<file path="config.mk">
export PLATFORM = sky130hd
export DESIGN_NAME = fifo_umbral
export DESIGN_NICKNAME = d
export VERILOG_FILES = /design/src/rtl/fifo_umbral.sv
export SDC_FILE = /design/constraint.sdc
export NUM_CORES = 1
export LEC_CHECK = 0
export ABC_AREA = 1
export CORE_ASPECT_RATIO = 1.25
export CORE_UTILIZATION = 55
export DETAILED_ROUTE_END_ITERATION = 6
export PLACE_DENSITY = 0.79
export SYNTH_ARGS = -nofsm -noshare
export SYNTH_HDL_FRONTEND = slang
export SYNTH_SLANG_ARGS = --single-unit
</file>
<file path="constraint.sdc">
create_clock -name clk -period 5.3 [get_ports clk]
set_clock_uncertainty 0.2 [all_clocks]
set_input_delay 1.06 -clock clk [delete_from_list [all_inputs] [get_ports clk]]
set_output_delay 1.06 -clock clk [all_outputs]
set_load 0.02 [all_outputs]
</file>
<file path="src/rtl/fifo_umbral.sv">
// Purpose : synchronous FIFO with live almost-full/almost-empty thresholds and a sticky error flag.
// Latency : a push is poppable one edge later; pop data/valid_out are registered, valid the cycle after the pop.
// Backpr. : no stall path; overflow drops the write, underflow drops the read, and both set the sticky error.
//
// Ports:
//   clk, reset_L            clock, asynchronous active-low reset
//   push, data_in           write request and write data
//   pop                     read request
//   af_th, ae_th            almost-full (0 disables) / almost-empty thresholds, not latched
//   data_out, valid_out     registered read word, strobe for one cycle after a successful pop
//   full, empty             occupancy flags
//   almost_full/_empty      threshold flags
//   error                   sticky overflow/underflow, cleared only by reset
//   count                   occupancy 0..DEPTH
module fifo_umbral #(
    parameter int DATA_WIDTH = 6,
    parameter int ADDR_WIDTH = 2
) (
    input  logic                  clk,
    input  logic                  reset_L,
    input  logic                  push,
    input  logic [DATA_WIDTH-1:0] data_in,
    input  logic                  pop,
    input  logic [ADDR_WIDTH-1:0] af_th,
    input  logic [ADDR_WIDTH-1:0] ae_th,
    output logic [DATA_WIDTH-1:0] data_out,
    output logic                  valid_out,
    output logic                  full,
    output logic                  empty,
    output logic                  almost_full,
    output logic                  almost_empty,
    output logic                  error,
    output logic [ADDR_WIDTH:0]   count
);

    localparam int                DEPTH    = 2**ADDR_WIDTH;
    localparam logic [ADDR_WIDTH:0] DEPTH_CNT = (ADDR_WIDTH+1)'(DEPTH);

    logic [DATA_WIDTH-1:0] mem [DEPTH];
    logic [ADDR_WIDTH-1:0] wrPtr;
    logic [ADDR_WIDTH-1:0] rdPtr;
    logic                  pushOk;
    logic                  popOk;
    logic                  badReq;

    // Flags are purely combinational so threshold changes show up in the same cycle.
    assign empty        = (count == '0);
    assign full         = (count == DEPTH_CNT);
    assign almost_full  = (af_th != '0) && (count >= {1'b0, af_th});
    assign almost_empty = (count <= {1'b0, ae_th});

    // A push into a full FIFO still succeeds when a pop frees the slot in the same edge;
    // the read sees the old word because the array write is non-blocking.
    assign pushOk = push && (!full || pop);
    assign popOk  = pop && !empty;
    assign badReq = (push && full && !pop) || (pop && empty);

    // Storage carries no reset: contents are meaningless until written.
    always_ff @(posedge clk) begin
        if (pushOk) begin
            mem[wrPtr] <= data_in;
        end
    end

    always_ff @(posedge clk or negedge reset_L) begin
        if (!reset_L) begin
            wrPtr     <= '0;
            rdPtr     <= '0;
            count     <= '0;
            data_out  <= '0;
            valid_out <= 1'b0;
            error     <= 1'b0;
        end else begin
            valid_out <= popOk;
            if (pushOk) begin
                wrPtr <= wrPtr + 1'b1;   // wraps naturally at DEPTH
            end
            if (popOk) begin
                data_out <= mem[rdPtr];
                rdPtr    <= rdPtr + 1'b1;
            end
            case ({pushOk, popOk})
                2'b10:   count <= count + 1'b1;
                2'b01:   count <= count - 1'b1;
                default: count <= count;
            endcase
            if (badReq) begin
                error <= 1'b1;
            end
        end
    end

endmodule

</file>
==> impl_metrics.py <==
metrics = {
    "clocking": {
        "cts_tree": "built",
        "clock_latency_ns": 0.29,
        "cts_buffer_depth": 2,
        "ctsHoldBuffers": 0,
        "clock-sinks": 39,
        "numCtsBuffers": 5,
        "ctsResizeCount": 0,
        "path_clk_slew_ns": 0.07,
        "cts_root_buf": "clkbuf_8",
        "htreeDepth": 2,
        "post-cts-setup-buffers": 0,
    },
    "sta": {
        "rsz0062_at_grt": "no",
        "fmax_mhz": 252.8,
        "final-setup-viol-count": 0,
        "maxSlewHeadroom_pct": 54.27,
        "worst_pin_slew_ns": 0.6839,
        "min_period_over_period_pct": 74.64,
        "maxSlewViolCount": 0,
        "setup_slack_ns": 1.344,
        "fin_crit_ns": 3.956,
        "setup_tns_ns": 0,
        "timing.final.hold_violations": 0,
    },
    "floorplanning": {
        "die-area_um2": 3616,
        "start_util_pct": 57.65,
        "pin_count": 29,
        "core_um2": 3223,
        "die_w_um": 53.99,
        "die_h_um": 66.99,
        "rows": 23,
    },
    "pwr": {
        "finalPower_mw": 1.192,
        "p_per_area_nw_per_um2": 529.1,
        "vdd_drop_max_uv": 372.8,
        "cellLeakagePower_nw": 1.098,
    },
    "drt": {
        "m1WireLength_um": 1326,
        "wl_met3_um": 127,
        "top_layer": "met4",
        "wl_met2_um": 1639,
        "drcViolationCount": 0,
        "ant_nets": 0,
        "wl_um": 3161,
        "vias": 1282,
        "drtIter0Drc": 41,
        "firstDrtPassIters": 4,
        "avgViaCountPerCell": 4.838,
        "wl_per_cell_um": 11.93,
    },
    "synthesis": {
        "synth_area_um2": 1858,
        "syn-instance-count": 195,
        "yosysUniqueCellTypes": 22,
        "ys_ff_latch": 39,
        "synth.avg_cell_area_um2": 9.528,
        "netlist_top_cells_area": "edfxtp_1, dfrtp_1, nand2_1, inv_1, ha_1",
        "yosysWarnings": 0,
        "synth.largest_area_cell": "edfxtp_1",
        "seq_area_frac_synth_pct": 58.99,
        "synth_fp_nets": 219,
        "synth_top_cell_area_share_pct": 38.79,
    },
    "min_path": {
        "hold_path.class": "flop to flop",
    },
    "critical_path": {
        "r2r_setup_slack_ns": 3.05,
        "slowest_delay_ns": 0.61,
        "timing.critical_path.buf_inv": 4,
        "path_class": "input port to primary output",
        "cp_max_fo": 2,
        "slowest_stage": "clkdlybuf4s50_1",
        "end_kind": "primary output",
        "crit_family": "buffers and inverters",
        "cp_cell_sequence": "clkdlybuf4s50_1, inv_1, ha_1, inv_1, o21bai_1, a21oi_1, clkdlybuf4s50_1",
        "worstPathRequired_ns": 4.04,
        "critPathArrivalTime_ns": 2.70,
        "start_kind": "input port",
    },
    "global_routing": {
        "grt_pass1_wl_um": 5313,
        "overflow": 0,
        "grt_use_total_pct": 21.50,
        "antenna_found_initial": 0,
        "grt_pass1_vias": 1272,
        "grt_max_degree": 16,
    },
    "final_layout": {
        "instances_no_fill": 265,
        "fin_nets": 251,
        "drive_gt1_share_pct": 5.702,
        "area_growth_pct": 21.21,
        "diodes": 0,
    },
    "placed_design": {
        "hpwlAfterDp_um": 2253,
        "gp_congestion": 0.7556,
        "place_ws_ns": 1.331,
        "dp.cells": 257,
        "port-buffer-count": 28,
    },
    "flow_run": {
        "drv_cap": 0,
    },
    "run_status": {
        "status": "finished, final reports clean",
    },
}
-- path summary, 6_finish.rpt --
check,start,end,cells past startpoint
worst max-delay path,ae_th[1],almost_empty,7
worst min-delay path,data_out[4]$_DFFE_PN0P_,data_out[4]$_DFFE_PN0P_,2
worst max register to register,count[1]$_DFFE_PN0P_,count[2]$_DFFE_PN0P_,9
worst min register to register,data_out[4]$_DFFE_PN0P_,data_out[4]$_DFFE_PN0P_,2
max in group asynchronous,reset_L,count[0]$_DFFE_PN0P_,1
min in group asynchronous,reset_L,data_out[1]$_DFFE_PN0P_,1
-- final cells by class --
class                      count  area (um2)
clock inverter                 1       5.005
clock buffer                   7       86.33
tap                           37       46.29
multi-input combinational    107       565.5
sequential                    39        1096
timing repair buffer          28       280.3
fill                         248       970.9
inverter                      46       172.7
-- cells in the final DEF, fill, tap and decap left out, drive strengths merged --
| cell type | synthesis | final |
|---|---|---|
| clkdlybuf4s50 | 0 | 28 |
| nor3 | 1 | 1 |
| xnor2 | 2 | 2 |
| ha | 9 | 9 |
| xor2 | 2 | 2 |
| clkinv | 0 | 1 |
| fa | 1 | 1 |
| nand2 | 61 | 61 |
| clkbuf | 0 | 7 |
| o21ai | 3 | 3 |
| nand3 | 18 | 18 |
| nor2 | 7 | 7 |
| edfxtp | 24 | 24 |
| a21oi | 2 | 2 |
| inv | 46 | 46 |
| dfrtp | 15 | 15 |
| o21bai | 1 | 1 |
-- registers in the layout, indices dropped and copies added (netlist names) --
name,count
wrPtr,2
valid_out,1
count,3
error,1
data_out,6
mem,24
rdPtr,2
-- cells by family after synthesis --
family	synth area share, %
and+or+nand+nor	19.66
buffers and inverters	10.57
DFF	58.99
adders and majority gates	7.138
AOI/OAI and AO/OA	1.751
xor gates and xnor gates	1.886
-- through the flow --
stage | cell area [um2] | hold WS (ns) | utilization [%]
after floorplan | 1858 | 0.2923 | -
after global placement | 2161 | 0.2628 | 67.04
after detailed placement | 2161 | 0.2686 | 67.04
after CTS | 2252 | 0.2884 | 69.88
after global routing | 2252 | 0.3128 | 69.88
final | 2252 | 0.2852 | 69.88
-- power breakdown --
| part | leakage [nW] | internal, mW | switching, mW |
|---|---|---|---|
| Combinational | 0.652 | 0.210 | 0.291 |
| Clock | 0.0482 | 0.105 | 0.0949 |
| Sequential | 0.398 | 0.413 | 0.0770 |
-- worst reg2reg max path: stages, from the launching register on --
cell     delay (ns)
dfrtp_1        0.47
nor2_2         0.17
nand3_1        0.14
nand2_2        0.16
ha_1           0.20
inv_1          0.08
fa_1           0.39
nand2_1        0.10
nand3_1        0.09
xor2_1         0.14
-- cells in the mapped netlist --
| master | count |
|---|---|
| fa_1 | 1 |
| xor2_1 | 2 |
| a21oi_1 | 2 |
| dfrtp_1 | 15 |
| nand2_2 | 2 |
| inv_1 | 44 |
| o21ai_0 | 2 |
| nand2_4 | 1 |
| nand3_1 | 18 |
| buf_4 | 1 |
| buf_6 | 1 |
| nor3_1 | 1 |
| o21bai_1 | 1 |
| edfxtp_1 | 24 |
| nand2_1 | 58 |
| buf_2 | 1 |
| xnor2_1 | 2 |
| inv_2 | 2 |
| ha_1 | 9 |
| o21ai_1 | 1 |
| nor2_1 | 6 |
| nor2_2 | 1 |
-- per-layer routing --
metal  vias up  global-route usage, %
met2        28                  36.27
met3         6                  6.621
met1       587                  23.77
li1        661                      -
met5         -                      0
met4         0                  10.58
Note: power is estimated with default switching activity, not from simulation.
